`config.mk`:
```
export PLATFORM = sky130hd
export DESIGN_NAME = sync_split_flat
export DESIGN_NICKNAME = d
export VERILOG_FILES = /design/src/rtl/sync_split_if.sv /design/src/rtl/sync_split.sv /design/src/flat_wrapper.sv
export SDC_FILE = /design/constraint.sdc
export NUM_CORES = 1
export LEC_CHECK = 0
export CAP_MARGIN = 30
export CORE_AREA = 2 2 121 123
export DETAILED_ROUTE_END_ITERATION = 10
export DIE_AREA = 0 0 123 125
export GPL_TIMING_DRIVEN = 0
export HOLD_SLACK_MARGIN = 0.12
export SETUP_SLACK_MARGIN = 0.5
export SYNTH_ARGS = -nofsm -noshare
export SYNTH_HDL_FRONTEND = slang
export SYNTH_SLANG_ARGS = --single-unit
```
`constraint.sdc`:
```
create_clock -name clk -period 4.6 [get_ports clk]
set_clock_uncertainty 0.05 [all_clocks]
set_input_delay 0.92 -clock clk [delete_from_list [all_inputs] [get_ports clk]]
set_output_delay 0.92 -clock clk [all_outputs]
set_load 0.01 [all_outputs]
```
`src/rtl/sync_split_if.sv`:
```
// rtl/sync_split_if.sv - request/response bundle between one master, the splitter and its slaves
interface sync_split_if #(
    parameter int N_SLAVES = 2,
    parameter int DATA_W   = 32,
    parameter int ADDR_W   = 32
);
    // Request  = {valid, addr, wdata, wstrb}; response = {rdata, ready}.
    // Slave k occupies slice k of s_req / s_resp.
    localparam int REQ_W  = 1 + ADDR_W + DATA_W + DATA_W / 8;
    localparam int RESP_W = DATA_W + 1;

    logic [REQ_W-1:0]           m_req;
    logic [RESP_W-1:0]          m_resp;
    logic [N_SLAVES*REQ_W-1:0]  s_req;
    logic [N_SLAVES*RESP_W-1:0] s_resp;

    modport master (output m_req, input m_resp);
    modport slave  (input s_req, output s_resp);
    modport split  (input m_req, output m_resp, output s_req, input s_resp);
endinterface

```
`src/rtl/sync_split.sv`:
```
// rtl/sync_split.sv - address-decoded 1:N request splitter with zero-wait pass-through and decode-error reply
module sync_split #(
    parameter int N_SLAVES = 2,
    parameter int DATA_W   = 32,
    parameter int ADDR_W   = 32,
    parameter int P_SLAVES = ADDR_W - 1
) (
    input  logic         clk,
    input  logic         rst,
    sync_split_if.split  bus,
    output logic         busy,
    output logic         dec_err
);

    localparam int S_W       = $clog2(N_SLAVES);
    localparam int STRB_W    = DATA_W / 8;
    localparam int REQ_W     = 1 + ADDR_W + DATA_W + STRB_W;
    localparam int RESP_W    = DATA_W + 1;
    localparam int VALID_BIT = REQ_W - 1;
    localparam int ADDR_LSB  = DATA_W + STRB_W;
    localparam bit SEL_FULL  = ((1 << S_W) == N_SLAVES);

    localparam logic [1:0] ST_IDLE = 2'd0;
    localparam logic [1:0] ST_BUSY = 2'd1;
    localparam logic [1:0] ST_ERR  = 2'd2;

    logic [1:0]        state_q, state_d;
    logic [S_W-1:0]    sel_q, sel_d;

    logic              m_valid;
    logic [S_W-1:0]    sel_dec;
    logic              sel_ok;
    logic [S_W-1:0]    act_sel;
    logic [RESP_W-1:0] act_resp;
    logic              act_ready;
    logic              route_en;

    assign m_valid = bus.m_req[VALID_BIT];
    assign sel_dec = bus.m_req[ADDR_LSB + P_SLAVES -: S_W];

    // With a power-of-two slave count every encoding of the select field is a real slave.
    generate
        if (SEL_FULL) begin : g_sel_full
            assign sel_ok = 1'b1;
        end else begin : g_sel_part
            assign sel_ok = ({1'b0, sel_dec} < (S_W + 1)'(N_SLAVES));
        end
    endgenerate

    // Once a transaction is waiting, routing is pinned to the latched slave.
    always_comb begin
        act_sel = (state_q == ST_BUSY) ? sel_q : sel_dec;
    end

    always_comb begin
        act_resp = '0;
        for (int k = 0; k < N_SLAVES; k++) begin
            if (act_sel == S_W'(k)) begin
                act_resp = bus.s_resp[k*RESP_W +: RESP_W];
            end
        end
    end

    assign act_ready = act_resp[0];

    always_comb begin
        state_d  = state_q;
        sel_d    = sel_q;
        route_en = 1'b0;
        busy     = 1'b0;
        dec_err  = 1'b0;
        case (state_q)
            ST_IDLE: begin
                if (m_valid) begin
                    if (sel_ok) begin
                        route_en = 1'b1;
                        if (!act_ready) begin
                            state_d = ST_BUSY;
                            sel_d   = sel_dec;
                        end
                    end else begin
                        state_d = ST_ERR;
                    end
                end
            end
            ST_BUSY: begin
                busy = 1'b1;
                // Dropping valid mid-transaction abandons it without a reply.
                if (m_valid) begin
                    route_en = 1'b1;
                    if (act_ready) begin
                        state_d = ST_IDLE;
                    end
                end else begin
                    state_d = ST_IDLE;
                end
            end
            ST_ERR: begin
                busy    = 1'b1;
                dec_err = 1'b1;
                state_d = ST_IDLE;
            end
            default: begin
                state_d = ST_IDLE;
            end
        endcase
        if (rst) begin
            route_en = 1'b0;
            busy     = 1'b0;
            dec_err  = 1'b0;
        end
    end

    always_comb begin
        bus.s_req = '0;
        for (int k = 0; k < N_SLAVES; k++) begin
            if (route_en && (act_sel == S_W'(k))) begin
                bus.s_req[k*REQ_W +: REQ_W] = bus.m_req;
            end
        end
    end

    always_comb begin
        if (route_en) begin
            bus.m_resp = act_resp;
        end else if (dec_err) begin
            bus.m_resp = {{DATA_W{1'b0}}, 1'b1};
        end else begin
            bus.m_resp = '0;
        end
    end

    always_ff @(posedge clk) begin
        if (rst) begin
            state_q <= ST_IDLE;
            sel_q   <= '0;
        end else begin
            state_q <= state_d;
            sel_q   <= sel_d;
        end
    end

endmodule

```
`src/flat_wrapper.sv`:
```
// flat-port wrapper written by rule: the top's interface ports become plain ports
module sync_split_flat 
#(
    parameter int N_SLAVES = 2,
    parameter int DATA_W   = 32,
    parameter int ADDR_W   = 32,
    parameter int P_SLAVES = ADDR_W - 1
)
  (clk, rst, busy, dec_err, bus_m_req, bus_m_resp, bus_s_req, bus_s_resp);
  sync_split_if #(.N_SLAVES(N_SLAVES), .DATA_W(DATA_W), .ADDR_W(ADDR_W)) bus_i ();
  input  logic clk;
  input  logic rst;
  output logic busy;
  output logic dec_err;
  input wire logic [$bits(bus_i.m_req)-1:0] bus_m_req;
  output wire logic [$bits(bus_i.m_resp)-1:0] bus_m_resp;
  output wire logic [$bits(bus_i.s_req)-1:0] bus_s_req;
  input wire logic [$bits(bus_i.s_resp)-1:0] bus_s_resp;
  assign bus_i.m_req = bus_m_req;
  assign bus_m_resp = bus_i.m_resp;
  assign bus_s_req = bus_i.s_req;
  assign bus_i.s_resp = bus_s_resp;
  sync_split #(.N_SLAVES(N_SLAVES), .DATA_W(DATA_W), .ADDR_W(ADDR_W), .P_SLAVES(P_SLAVES)) u_core (.clk(clk), .rst(rst), .bus(bus_i), .busy(busy), .dec_err(dec_err));
endmodule
```
; ---- Word-level counts from Yosys, hierarchy flattened
; Index checks and enable logic that the tools add are counted.
[word_totals]
latch_bits = 0
romBits = 0
ramBits = 0
input_bits = 137
out_inout_bits = 173
register_bits = 3
memories = 0
[op_classes]
bitwise_logic = 2
multipliers = 0
mux = 18
shifts = 0
n_eq_ne = 5
addsub = 0
magnitude_cmp = 0
div = 0
reduce_logical = 7
[op_table]
columns = op, n
row1 = 2-to-1 mux 69 bit, 2
row2 = 2-to-1 mux 33 bit, 2
row3 = 2-to-1 mux 1 bit, 9
row4 = 2-to-1 mux 2 bit, 4
row5 = AND reduction 3 bit, 2
row6 = "inequality test 2 bit, second input constant", 2
row7 = one-hot mux 2 bit (2 select lines), 1
row8 = OR reduction 2 bit, 2
row9 = "inequality test 3 x 2 -> 1 bit, second input constant", 1
row10 = "== test 2 x 1 -> 1 bit, second input constant", 1
row11 = "== test 2 bit, second input constant", 1
row12 = logical AND 1 bit, 2
row13 = logical NOT 2 bit, 1
row14 = inverter 1 bit, 2

; ---- Depth between registers and ports, before layout
[depth]
ltp_word = 6
ltp_mapped = 6
depth_no_buf = 2

; ---- Worst setup path after synthesis
; OpenSTA, ideal clock, no wires.
[synth_path]
path_type = input to output
startpoint = input port bus_m_req[68]
endpoint = output port bus_m_resp[0]
path_buffers = 3
t_required_ps = 3630
setup_slack_ps = 1839
stages = 5
arrival_time_ps = 1791
path_cell_list = buf_2 buf_4 clkbuf_1 nand3b_1 mux2i_1
[synth_between]
elab_chain_cells = 4
[synth_rtl]
columns = element, line_no
row1 = from (decl), flat_wrapper.sv:15  ; input wire logic [$bits(bus_i.m_req)-1:0] bus_m_req;
row2 = 2-to-1 mux 1 bit, sync_split.sv:89  ; if (m_valid) begin
row3 = 2-to-1 mux 1 bit, --
row4 = 2-to-1 mux 1 bit, sync_split.sv:107  ; if (rst) begin
row5 = 2-to-1 mux 33 bit, sync_split.sv:124  ; if (route_en) begin
row6 = to (decl), flat_wrapper.sv:16  ; output wire logic [$bits(bus_i.m_resp)-1:0] bus_m_resp;
; No other way between the ends.

; ---- Worst setup path in the final report
[layout_path]
startpoint = input port rst
endpoint = output port bus_s_req[94]
[layout_between]
elab_chain_cells = 3
[layout_rtl]
columns = element, line_no
row1 = from (decl), flat_wrapper.sv:12  ; input logic rst;
row2 = 2-to-1 mux 1 bit, sync_split.sv:107
row3 = logical AND 1 bit, sync_split.sv:117  ; if (route_en && (act_sel == S_W'(k))) begin
row4 = 2-to-1 mux 69 bit, sync_split.sv:117
row5 = to (decl), flat_wrapper.sv:17  ; output wire logic [$bits(bus_i.s_req)-1:0] bus_s_req;
; No other way between the ends.

==> metrics.yaml <==
logic_synthesis:
  syn-cell-area_sq_um: 2097
  syn_nets: 439
  ys_warn_count: 0
  avgSynthCellArea_sq_um: 6.944
  yosysSeqAreaShare: 0.01909
  synth.distinct_cells: 21
  ys_ff_latch: 2
  synth_cells: 302
floorplanning:
  core.rowCount: 44
  ios: 310
  start_util: 0.1476
  die_area_sq_um: 15380
  core_sq_um: 14200
  die_y_microns: 125
  die_w_microns: 123
sta:
  finalSetupViolCount: 0
  finalHoldViolCount: 0
  fin_crit_ns: 3.625
  slew_viol_final: 0
  fmax_ghz: 0.2758
  rsz0062_at_grt: "no"
  setup-tns-final_ns: 0
  fin_hold_ws_ns: 0.4903
  period_share: 0.7881
worst_setup_path:
  worst-path-buf-inv: 4
  start_kind: "input port"
  slowest_delay_ns: 0.55
  path_delay_family: "buffers and inverters"
  cp_slowest_cell: "clkdlybuf4s50_1"
  crit_fanout: 10
  critPathRequiredTime_ns: 3.63
  worstPathArrival_ns: 2.66
  path_cells: "dlymetal6s2s_1 -> nor2b_1 -> buf_4 -> clkbuf_1 -> and3_1 -> clkdlybuf4s50_1"
  cp-end-kind: "output pin"
  crit_type: "in2out"
global_routing:
  grt_overflow: 0
  grt_pass1_vias: 3533
  antenna_found_initial: 0
  grt_max_degree: 11
  grt_pass1_wl_microns: 19840
  grt.total_usage: 0.1606
cts:
  clock_path_buffers: 2
  ctsHoldBuffers: 0
  cts_made_buffers: 3
  post-cts-setup-buffers: 0
  cts_sinks: 2
  root_buffer: "clkbuf_16"
  cts_htree_levels: 1
  clkLatencyLatePin_ns: 0.22
  cts_tree: "built"
  clk_pin_slew_worst_paths_ns: 0.03
place:
  place_hpwl_microns: 11270
  io_buffer_count: 307
  dpl_cell_area_sq_um: 5400
  gp_congestion: 0.9299
flow_run:
  cap_violations: 0
outcome:
  status: "finished clean"
routing:
  wl_microns: 13540
  routed_via_density: 4.460
  dr.pass1.iters: 4
  antenna_left: 0
  vias: 3550
  drt_iter0_drc: 115
  drc_errors: 0
  wire_per_inst_microns: 17.01
layout:
  final_core_util: 0.3866
  fin_nets: 751
  drive_gt1_frac: 0.04575
  area_growth_pct: 161.9
  antenna_cells: 0
  stdcell_area_sq_um: 5492
power:
  power.total_mw: 0.5811
  ir_worst_vdd_mv: 0.1201
  power.leakage_nw: 2.478
  p_per_area_nw_per_um2: 105.8
min_path:
  hp-class: "reg2reg"
==> stage by stage <==
| step | worst slack [ns] | instances |
|---|---|---|
| after detailed placement | 0.3538 | 793 |
| after global routing | 0.8200 | 796 |
| after floorplan | 1.839 | 302 |
| after global placement | 0.3925 | 793 |
| after CTS | 0.5391 | 796 |
| final | 0.9748 | 796 |
==> flip-flops by register name, summed over array words and instances, names as in the netlist <==
| name | count |
|---|---|
| u_core.sel_q | 1 |
| u_core.state_q | 1 |
==> placed cells by master (no fill, tap or decap), types with 2 or more instances in the layout <==
cell type          n
clkdlybuf4s50_1  305
and3_1           136
nand3b_1          66
mux2i_1           33
clkbuf_1          27
clkbuf_2           7
buf_6              6
buf_2              4
buf_4              4
nor2_1             3
clkbuf_16          3
nor2b_1            2
nor3b_1            2
dlymetal6s2s_1     2
dfxtp_1            2
==> worst paths after layout <==
path / start / cells after the start / slack (ns) / end
worst max-delay path: rst / 6 / 0.97 / bus_s_req[94]
worst min register to register: u_core.sel_q / 2 / 0.49 / u_core.sel_q
worst min-delay path: u_core.sel_q / 2 / 0.49 / u_core.sel_q
worst max register to register: u_core.state_q[0] / 3 / 3.10 / u_core.state_q[0]
==> synthesized netlist by cell type, drive strengths merged <==
master / n / area (sq um)
buf: 14 / 117.6
a2111oi: 1 / 15.01
nand2b: 1 / 6.260
nor2b: 2 / 12.51
mux2: 2 / 26.27
and3: 136 / 850.8
nor2: 3 / 11.26
nor3b: 2 / 15.01
mux2i: 34 / 344.1
clkbuf: 35 / 137.6
or3b: 1 / 8.760
nor4b: 1 / 8.760
conb: 1 / 3.750
inv: 1 / 3.750
nand3b: 66 / 495.5
dfxtp: 2 / 40.04
==> cell type report <==
| class | count | area [sq um] |
|---|---|---|
| Buffer | 49 | 257.7 |
| Multi-Input combinational cell | 250 | 1807 |
| Clock buffer | 3 | 75.07 |
| Tap cell | 184 | 230.2 |
| Timing Repair Buffer | 307 | 3078 |
| Inverter | 1 | 3.754 |
| Sequential cell | 2 | 40.04 |
| Fill cell | 1473 | 8712 |
==> routing by layer <==
layer | track usage | vias to the layer above | part of all wire
met1 | 0.1902 | 1645 | 0.41
met3 | 0.03102 | 8 | 0.079
met2 | 0.3061 | 168 | 0.51
met5 | 0 | - | 0
li1 | - | 1729 | -
met4 | 0.01203 | 0 | 0.0071
==> worst register-to-register path, delay by kind of cell, from the launching register on <==
| family | cells | cell delay (ns) |
|---|---|---|
| buffers and inverters | 1 | 0.19 |
| multiplexers | 2 | 0.67 |
| flip-flops | 1 | 0.47 |
==> timing repair <==
action / in CTS / in global routing
hold endpoints to repair: 0 / 0
endpoints found under the setup margin: 10 / 80
pin swaps: 0 / 0
resized for setup: 1 / 6
==> power breakdown <==
part / switching, mW / internal (mW)
registers: 0.00168 / 0.0184
clock network: 0.0216 / 0.111
logic: 0.173 / 0.256
==> cells by family (layout without fill, tap and decap cells) <==
family,count (synthesis),after routing,synth area share
buf+inv,50,360,0.1235
mux,36,36,0.1766
compound gates,1,1,0.007158
flops,2,2,0.01909
simple gates,212,212,0.6718
other cells,1,1,0.001788
No activity file was read; power rests on OpenSTA's default activity.
